File: src/rtl/mtm_alu_deserializer.sv
// Serial 11-bit packet receiver: 8 data bytes {B,A} followed by a command byte.
// r_valid pulses the cycle after the command stop bit is sampled; sin is never backpressured.
module mtm_alu_deserializer #(
    parameter int DATA_BYTES = 8
) (
    input  logic        clk,
    input  logic        rst,
    input  logic        sin,
    output logic [31:0] A,
    output logic [31:0] B,
    output logic [2:0]  op,
    output logic [3:0]  crc_in,
    output logic        r_valid,
    output logic        err_data
);

    localparam int CW = $clog2(DATA_BYTES + 2);
    localparam logic [CW-1:0] CNT_OK  = CW'(DATA_BYTES);
    localparam logic [CW-1:0] CNT_MAX = CW'(DATA_BYTES + 1);

    typedef enum logic [1:0] {IDLE, TYPE, PAYLOAD, STOP} state_t;

    state_t          r_state;
    logic            r_type;
    logic [2:0]      r_bit_cnt;
    logic [7:0]      r_shift;
    logic [63:0]     r_staging;
    logic [CW-1:0]   r_byte_cnt;
    logic            r_bad;

    always_ff @(posedge clk) begin
        if (!rst) begin
            r_state    <= IDLE;
            r_type     <= 1'b0;
            r_bit_cnt  <= 3'd0;
            r_shift    <= 8'd0;
            r_staging  <= 64'd0;
            r_byte_cnt <= '0;
            r_bad      <= 1'b0;
            A          <= 32'd0;
            B          <= 32'd0;
            op         <= 3'd0;
            crc_in     <= 4'd0;
            r_valid    <= 1'b0;
            err_data   <= 1'b0;
        end else begin
            r_valid  <= 1'b0;
            err_data <= 1'b0;
            case (r_state)
                IDLE: begin
                    if (!sin) r_state <= TYPE;
                end
                TYPE: begin
                    r_type    <= sin;
                    r_bit_cnt <= 3'd0;
                    r_state   <= PAYLOAD;
                end
                PAYLOAD: begin
                    r_shift   <= {r_shift[6:0], sin};
                    r_bit_cnt <= r_bit_cnt + 3'd1;
                    if (r_bit_cnt == 3'd7) r_state <= STOP;
                end
                STOP: begin
                    // A low stop sample is a framing error only, never a new start bit.
                    if (sin) begin
                        if (!r_type) begin
                            r_staging <= {r_staging[55:0], r_shift};
                            if (r_byte_cnt != CNT_MAX) r_byte_cnt <= r_byte_cnt + 1'b1;
                        end else begin
                            A          <= r_staging[31:0];
                            B          <= r_staging[63:32];
                            op         <= r_shift[6:4];
                            crc_in     <= r_shift[3:0];
                            r_valid    <= 1'b1;
                            err_data   <= (r_byte_cnt != CNT_OK) | r_bad;
                            r_byte_cnt <= '0;
                            r_bad      <= 1'b0;
                        end
                    end else begin
                        r_bad <= 1'b1;
                    end
                    r_state <= IDLE;
                end
                default: r_state <= IDLE;
            endcase
        end
    end

endmodule

File: config.mk
export PLATFORM = sky130hd
export DESIGN_NAME = mtm_alu_deserializer
export DESIGN_NICKNAME = d
export VERILOG_FILES = /design/src/rtl/mtm_alu_deserializer.sv
export SDC_FILE = /design/constraint.sdc
export NUM_CORES = 1
export LEC_CHECK = 0
export CAP_MARGIN = 25
export CORE_MARGIN = 2
export CORE_UTILIZATION = 48
export CTS_CLUSTER_DIAMETER = 100
export DETAILED_ROUTE_END_ITERATION = 12
export GPL_TIMING_DRIVEN = 0
export PLACE_DENSITY = 0.81
export SLEW_MARGIN = 20
export SYNTH_ARGS = -nofsm -noshare
export SYNTH_HDL_FRONTEND = slang
export SYNTH_SLANG_ARGS = --single-unit
export TNS_END_PERCENT = 20
File: constraint.sdc
create_clock -name clk -period 1.6 [get_ports clk]
set_input_delay 0.32 -clock clk [delete_from_list [all_inputs] [get_ports clk]]
set_output_delay 0.32 -clock clk [all_outputs]
set_load 0.01 [all_outputs]
# Yosys cells after proc, flatten, opt, wreduce, memory -nomap -nowiden
# Cells that the tools add are included.
totals:
  out_inout_bits: 73
  register_bits: 156
classes:
  n_eq_ne: 9
  reduce_logical: 10
  mux: 9
  bitwise_logic: 2
  addsub: 2
op_table:
  columns: ["operator", "n"]
  rows:
  - ["3-bit AND reduction", 4]
  - ["4-bit 2-to-1 mux", 2]
  - ["4-bit inequality test (second input constant)", 2]
  - ["2-bit case mux with 4 select lines", 1]
  - ["3-bit case mux with 2 select lines", 1]
  - ["4-bit by 1-bit adder with 4-bit output (second input constant)", 1]
  - ["2-bit == test (second input constant)", 2]
  - ["2-bit 2-to-1 mux", 2]
  - ["2-bit inequality test (second input constant)", 2]
  - ["2-bit AND reduction", 2]
  - ["4-bit AND reduction", 1]
  - ["2-bit nonzero test", 2]
  - ["3-bit by 1-bit adder with 3-bit output (second input constant)", 1]
  - ["3-bit == test (second input constant)", 1]
  - ["1-bit 2-to-1 mux", 3]
  - ["2-bit by 1-bit == test with 1-bit output (second input constant)", 1]
  - ["2-bit zero test", 1]
  - ["2-bit by 1-bit inequality test with 1-bit output (second input constant)", 1]
  - ["1-bit NOT", 1]
  - ["1-bit OR", 1]

# Depth between registers and ports, before layout
# Gate-level depths: netlist of the first run.
depth:
  depth_word: 3
  mapped_depth: 6
  ltp_nobuf: 5

# Least setup slack after synthesis of the first run
# OpenSTA, ideal clock, no wires.
synth_timing:
  path_kind: "register -> register"
  from: "register r_byte_cnt[1]"
  to: "register r_byte_cnt[1]"
  period_less_slack_ns: 1.518
  path_buffers: 0
  required_time_ns: 1.526
  path_stages_with_launch: 6
  t_arrival_ns: 1.443
  setup_slack_ns: 0.082
  cell_sequence: "dfxtp_1 -> inv_1 -> ha_1 -> and3b_2 -> or4b_1 -> a31oi_1"
synth_via:
  elab_chain_len: 3
synth_lines:
  columns: ["element", "line", "rtl"]
  rows:
  - ["start: declaration", "28", "logic [CW-1:0] r_byte_cnt;"]
  - ["start signal: assignment", "68", "if (r_byte_cnt != CNT_MAX) r_byte_cnt <= r_byte_cnt + 1'b1;"]
  - ["4-bit by 1-bit adder with 4-bit output or 4-bit inequality test (tied branches)", "68", null]
  - ["4-bit 2-to-1 mux or 2-bit nonzero test (tied branches)", null, null]
  - ["4-bit 2-to-1 mux or 3-bit AND reduction (tied branches)", null, null]
# Several ways; a longest one is shown, not always the timed one. The select of a mux whose other input is x is not followed.
# A chain may end at the register's enable or synchronous reset.

# Final worst setup path of the first run
# Ends and elaborated chain as after synthesis.

==> key figures, run 1 <==
Setup path
  • CP Max Fanout: 6
  • Setup Crit Path Kind: reg -> reg
  • CP Data Arrival Time: between 1.5 and 2 ns
  • Worst setup SP type: flop
  • CP required: 2.04 ns
  • CP endpoint kind: flop

STA
  • Peak Freq: between 600 and 700 MHz
  • Final hold violations: 0
  • Clock Skews: a little under 0.009 ns
  • Worst rel slew slack: about three fifths
  • Final Cycle Share: about 96%
  • Minimum clock period: 1.54 ns
  • # setup viols final: 0
  • Hold slack final: approximately 0.47 ns
  • Slew of the pin with the lowest slew margin: about 0.59 ns
  • Pins over their slew limit: 0
  • Setup repair after global routing missed its margin: true

Logic synthesis
  • Distinct cells, synth: 33
  • Asr flop ratio synth: 0%
  • Number of synthesized register bits: about 160
  • Yosys top cell by area: dfxtp_1
  • Number of synthesized flops with an enable pin: 0
  • Synth top area cells: dfxtp_1 (58%), a22o_1 (12%), nand2_1 (9.3%), a21oi_1 (6.6%), ha_1 (2.3%)
  • Register area share after synthesis: around three fifths
  • Post-Synthesis Cells: roughly 540
  • Synth top area share: 58.5%
  • Post-synth top flop: dfxtp_1
  • Post-synthesis instance area: about 0.0053 mm2
  • Mapped Nets: 551
  • Yosys warning count: 0
  • Syn Area/Cell: 9.93 um2

Drt
  • DRC viols: 0
  • Drt pass-1 iters: 5
  • Final ANT Viol Nets: 0
  • Via count: about 4200
  • DRT Wirelength: approximately 12000 um
  • Drt wl/cell: approximately 15 um
  • Met3 wire length: 447 um
  • Highest Signal Layer: met4
  • Vias per cell: 5.36
  • Metal2 WL: ~6000 um
  • Iter 0 DRT Violations: 210
  • Metal1 wirelength: roughly 5400 um

Clock network
  • Post-CTS Hold Fix Bufs: 0
  • # clock sinks: approximately 160
  • Worst skew pair latency: 0.52 ns
  • Number of setup buffers added after CTS: 0
  • Clock slew at reported path FFs: approximately 0.06 ns
  • CTS tree: done
  • Clk buf depth: 2
  • CTS root buffer: clkbuf_8
  • TritonCTS Buffers: 17
  • H-tree depth: 4

Floorplanning
  • Floorplan row count: 38
  • Die X: 109 um
  • Die area: approximately 0.012 mm2
  • IO Pins: 76
  • Die height: 109 um
  • Effective utilization at floorplan: 49.3%
  • CORE AREA: roughly 0.011 mm2

Final layout
  • Inserted Diodes: 0
  • Layout cells sized above 1: between 10% and 20%
  • Area occupied by multi-input gates: a little under 0.002 mm2
  • Fill cells: between 800 and 900
  • Area grow syn2layout: 26.6%
  • Fin area: about 0.0068 mm2
  • Storage element area: 0.00313 mm2
  • # nets final: between 600 and 700

Power
  • Pwr Density: 1230 mW/mm2
  • Power consumption: 8.32 mW
  • Peak VDD IR: approximately 0.62 mV
  • Leakage: approximately 2.8 nW

Placed design
  • Gp weighted congestion: 0.790
  • Post-DP HPWL: a little over 8000 um
  • I/O Buffers: between 70 and 80
  • Dpl cell area: around 0.0063 mm2

Global routing
  • Largest net degree at the start of global routing: 17
  • Vias in the first global route: just over 4000
  • Initial antenna violation count: 0
  • First-pass GRT wire length: about 20000 um
  • GRT Overall Usage: a little over a fifth
  • Overflow after GRT: 0

Run status
  • Status: completed

Flow run
  • Max cap viols: 0

Min path
  • Worst min-delay path category: reg -> reg
-- cells by family after synthesis --
kind of cell    count (synthesis)  share of synthesized area, %
simple gates                  167                          13.2
compound gates                150                          19.3
fa+ha+maj                      10                          2.34
buf+inv                        45                          4.83
flops                         156                          58.5
mux                            10                          1.90
-- synthesized netlist by cell type (all sizes together) (2+ instances only) --
library cell / number
dfxtp: 156
nand2: 133
a22o: 71
a21oi: 70
buf: 31
nor2: 13
ha: 10
clkbuf: 9
mux2i: 9
inv: 5
nand3: 5
nand2b: 4
o21ai: 3
a31oi: 2
and3b: 2
nand3b: 2
or4: 2
-- power breakdown --
| part | total [mW] | switching, mW | internal (mW) |
|---|---|---|---|
| Combinational | 0.679 | 0.424 | 0.255 |
| Sequential | 4.00 | 0.0605 | 3.94 |
| Clock | 3.64 | 1.68 | 1.96 |
| Total | 8.32 | 2.17 | 6.15 |
-- critical path, cell delays in order, from the launching register on --
cell,delay (ns)
dfxtp_4,0.37
inv_1,0.06
ha_1,0.18
and3b_2,0.23
or4b_1,0.48
a31oi_1,0.13
-- routing by layer --
metal	GRT usage, %	up-vias
li1	-	2060
met1	26.6	2005
met2	36.2	116
met3	4.56	26
met4	8.59	0
met5	0	-
-- path summary, 6_finish.rpt --
check | from | end | slack [ns] | cells after the start
min reg2reg | r_bad | r_bad | 0.47 | 1
max | r_byte_cnt[1] | r_byte_cnt[1] | 0.06 | 5
min | r_bad | r_bad | 0.47 | 1
max reg2reg | r_byte_cnt[1] | r_byte_cnt[1] | 0.06 | 5
-- flip-flops by register name, indices dropped and copies added, names as in the netlist --
name	count
r_shift	8
B	32
err_data	1
r_state	2
r_valid	1
crc_in	4
r_bit_cnt	3
op	3
r_byte_cnt	4
r_type	1
r_staging	64
r_bad	1
A	32
-- repair_timing --
item / in CTS / in global routing
setup endpoints to repair: 149 / 126
resized for setup: 79 / 9
pin swaps: 1 / 1
-- cells in the final DEF (no fill, tap or decap), types with 3 or more instances in the layout --
master / instances
buf_6: 8
a21oi_1: 70
clkbuf_4: 4
inv_1: 5
buf_2: 16
dlygate4sd2_1: 73
nand2b_1: 4
nand2_1: 132
nor2_1: 12
o21ai_0: 3
clkinvlp_4: 4
dfxtp_2: 3
mux2i_1: 9
a22o_1: 71
nand3_1: 4
ha_1: 9
inv_6: 6
dfxtp_1: 152
clkbuf_16: 16
buf_4: 3
clkbuf_1: 9
-- final cells by class --
cell class,count,area share (%)
Inverter,5,0.278
Clock inverter,15,1.89
Timing Repair Buffer,75,9.75
Multi-Input combinational cell,337,29.3
Sequential cell,156,46.3
Clock buffer,17,6.13
Tap cell,140,2.59
Buffer,40,3.79
-- metrics by stage --
stage	instances	worst slack [ns]	util (%)	setup TNS [ns]
6_report	785	0.0637	62.4	0
5_1_grt	785	-0.0262	62.4	-0.127
4_1_cts	785	-0.0337	62.1	-0.240
3_5_place_dp	753	-0.420	57.8	-51.90
3_3_place_gp	753	-0.411	57.8	-51.28
2_1_floorplan	538	0.0822	-	0
Power figures use the tool's default switching activity.
==> run 2, diff against run 1 <==
--- a/config.mk
+++ b/config.mk
@@ -7,12 +7,12 @@
 export LEC_CHECK = 0
 export CAP_MARGIN = 25
 export CORE_MARGIN = 2
-export CORE_UTILIZATION = 48
+export CORE_UTILIZATION = 49
 export CTS_CLUSTER_DIAMETER = 100
 export DETAILED_ROUTE_END_ITERATION = 12
 export GPL_TIMING_DRIVEN = 0
-export PLACE_DENSITY = 0.81
-export SLEW_MARGIN = 20
+export PLACE_DENSITY = 0.8
+export SLEW_MARGIN = 30
 export SYNTH_ARGS = -nofsm -noshare
 export SYNTH_HDL_FRONTEND = slang
 export SYNTH_SLANG_ARGS = --single-unit
==> constraint.sdc (replaced) <==
create_clock -name clk -period 1.59 [get_ports clk]
set_input_delay 0.318 -clock clk [delete_from_list [all_inputs] [get_ports clk]]
set_output_delay 0.318 -clock clk [all_outputs]
set_load 0.01 [all_outputs]
==> run 2 against run 1 <==
  * Sequential share of layout area shrank 0.39 points
  * Core utilization grew 1.1 points
  * Cell area grew 0.89%
  * First-iteration DRC count shrank 18%
  * Hold slack lost 0.0066 ns
==> key figures, run 2 (synthesis results as in run 1) <==
Final layout
  • Max reg flops: 64 (unchanged)
  • Final core occ: 63.5% (+1.1 points)
  • Most frequent cells in the layout: dfxtp_1 (153), nand2_1 (132), dlygate4sd2_1 (73)
  • Top Registers: r_staging: 64 flops, A: 32 flops, B: 32 flops
  • # nets final: 645 (unchanged)
  • Fin cells: 785 (unchanged)
  • Leading cell type in the layout, fill and taps excluded: dfxtp_1
  • Area grow syn2layout: 27.7%
  • Layout cells sized above 1: 11.8% (+0.31 points)
  • Most flop-heavy register: r_staging
  • Inserted Diodes: 0 (unchanged)

Clock network
  • H-tree depth: 4 (unchanged)
  • TritonCTS Buffers: 17 (unchanged)
  • Clock slew at reported path FFs: 0.07 ns (about the same)
  • Worst skew pair latency: 0.52 ns (about the same)
  • # clock sinks: 156 (unchanged)
  • Number of setup buffers added after CTS: 0 (unchanged)
  • Post-CTS Hold Fix Bufs: 0 (unchanged)
  • CTS root buffer: clkbuf_8
  • Clk buf depth: 2 (unchanged)
  • CTS tree: done

Min path
  • Min-Delay Endpoint: r_staging[58]
  • Hold path depth: 2 (+1)
  • Worst min-delay path category: reg -> reg
  • Hold_sp: r_staging[58]

Power
  • Pwr Density: 1280 mW/mm2 (+3.8%)
  • Leakage: 2.86 nW (+1.3%)
  • Power consumption: 8.71 mW (+4.7%)
  • Peak VDD IR: 0.620 mV (-0.27%)

Drt
  • Drt pass-1 iters: 5 (unchanged)
  • Vias per cell: 5.38 (+0.31%)
  • DRC viols: 0 (unchanged)
  • Iter 0 DRT Violations: 173 (-18%)
  • Final ANT Viol Nets: 0 (unchanged)
  • Via count: 4220 (+0.31%)
  • Drt wl/cell: 15.9 um (+3.3%)
  • DRT Wirelength: 12500 um (+3.3%)

STA
  • Final hold violations: 0 (unchanged)
  • Slew of the pin with the lowest slew margin: 0.579 ns (-0.0131 ns)
  • Pins over their slew limit: 0 (unchanged)
  • Final Cycle Share: 96.6% (+0.56 points)
  • Worst rel slew slack: 61.4% (+0.87 points)
  • Clock Skews: 0.00802 ns (-0.000663 ns)
  • Hold slack final: 0.461 ns (-0.00662 ns)
  • # setup viols final: 0 (unchanged)
  • Setup TNS: 0 ns (unchanged)
  • Peak Freq: 651 MHz (about the same)
  • Setup repair after global routing missed its margin: true
  • Minimum clock period: 1.54 ns (-0.000641 ns)

Setup path
  • CP required: 2.03 ns (about the same)
  • CP bufs+invs: 0 (-1)
  • CP max-delay cell: or4b_4
  • Worst setup SP type: flop
  • Reg2reg end: r_byte_cnt[1]
  • Reg-to-reg slack, setup: 0.05 ns (about the same)
  • CP cell instances: ha_1 -> and3b_2 -> or4b_4 -> a31oi_1
  • CP Data Arrival Time: 1.98 ns (about the same)
  • Slowest cell delay on critical path: 0.51 ns (+0.03 ns)
  • R2r startpoint: r_byte_cnt[0]
  • Delay-heaviest family, CP: simple AND/OR/NAND/NOR gates
  • CP Max Fanout: 8 (+2)
  • CP endpoint kind: flop
  • Setup Crit Path Kind: reg -> reg
  • Worst r2r path cells: 4 (-1)

Flow run
  • Max cap viols: 0 (unchanged)

Global routing
  • Vias in the first global route: 4174 (+2.1%)
  • Initial antenna violation count: 0 (unchanged)
  • GRT Overall Usage: 22.4% (+1.0 points)
  • First-pass GRT wire length: 20400 um (+3.0%)
  • Largest net degree at the start of global routing: 17 (unchanged)
  • Overflow after GRT: 0 (unchanged)

Floorplanning
  • Die area: 0.0118 mm2 (-2.0%)
  • Die height: 108 um (-0.99%)
  • IO Pins: 76 (unchanged)
  • Effective utilization at floorplan: 49.7% (+0.44 points)
  • Die X: 108 um (-0.99%)
  • Floorplan row count: 38 (unchanged)
  • CORE AREA: 0.0107 mm2 (-0.88%)

Placed design
  • Placed cell count: 753 (unchanged)
  • Post-DP HPWL: 8320 um (+0.63%)
  • I/O Buffers: 75 (unchanged)
  • Gp weighted congestion: 0.795 (+0.62%)

Run status
  • Status: completed
-- run 2: metrics by stage --
stage / setup slack (ns) / area (um2)
6_report: 0.0544 / 6820
5_1_grt: 0.00675 / 6820
4_1_cts: 0.00781 / 6800
3_5_place_dp: -0.466 / 6270
3_3_place_gp: -0.436 / 6270
2_1_floorplan: 0.0722 / 5340
-- run 2: timing repair --
item,4_1_cts,5_1_grt
resized for setup,80,11
gates cloned,0,0
setup endpoints to repair,203,63
pin swaps,0,1
-- run 2: metal layers --
metal,GRT usage (%),part of all wire [%],vias up,routed length (um)
met1,26.4,43,2044,5360
li1,-,-,2053,-
met4,8.24,1.9,0,240
met3,4.70,3.9,22,493
met2,40.0,51,101,6410
met5,0,0,-,0
-- run 2: worst register-to-register path: cells and delay by family, from the launching register on --
| kind | cells | cell delay [ns] |
|---|---|---|
| AOI/OAI and AO/OA | 1 | 0.13 |
| adders and majority gates | 1 | 0.22 |
| DFF | 1 | 0.38 |
| and+or+nand+nor | 2 | 0.74 |
-- run 2: worst max path at each step --
stage | slack, ns | start | depth (start not counted) | endpoint
6_report | 0.05 | r_byte_cnt[0] | 4 | r_byte_cnt[1]
5_1_grt | 0.007 | r_byte_cnt[0] | 4 | r_byte_cnt[1]
4_1_cts | 0.008 | r_byte_cnt[1] | 5 | r_byte_cnt[1]
3_5_place_dp | -0.47 | sin | 5 | op[1]
3_3_place_gp | -0.44 | sin | 5 | op[0]
2_1_floorplan | 0.07 | r_byte_cnt[1] | 5 | r_byte_cnt[1]
-- run 2: layout make-up --
type / count / area (um2)
clock inverters: 13 / 156
flip-flops and latches: 156 / 3130
clock buffers: 19 / 442
plain buffers: 40 / 255
inverters: 5 / 18.8
repair buffers: 75 / 659
well taps: 140 / 175
multi-input cells: 337 / 1980
fillers: 898 / 3930
-- run 2: power by group --
part / internal, mW / switching (mW)
Sequential: 3.97 / 0.0587
Combinational: 0.255 / 0.419
Clock: 2.36 / 1.65
Total: 6.58 / 2.13
==> run 3, diff against run 2 <==
--- a/config.mk
+++ b/config.mk
@@ -8,7 +8,7 @@
 export CAP_MARGIN = 25
 export CORE_MARGIN = 2
 export CORE_UTILIZATION = 49
-export CTS_CLUSTER_DIAMETER = 100
+export CTS_CLUSTER_DIAMETER = 150
 export DETAILED_ROUTE_END_ITERATION = 12
 export GPL_TIMING_DRIVEN = 0
 export PLACE_DENSITY = 0.8
==> results of run 3 <==
Final layout, timing and power as in run 2 (identical DEF).
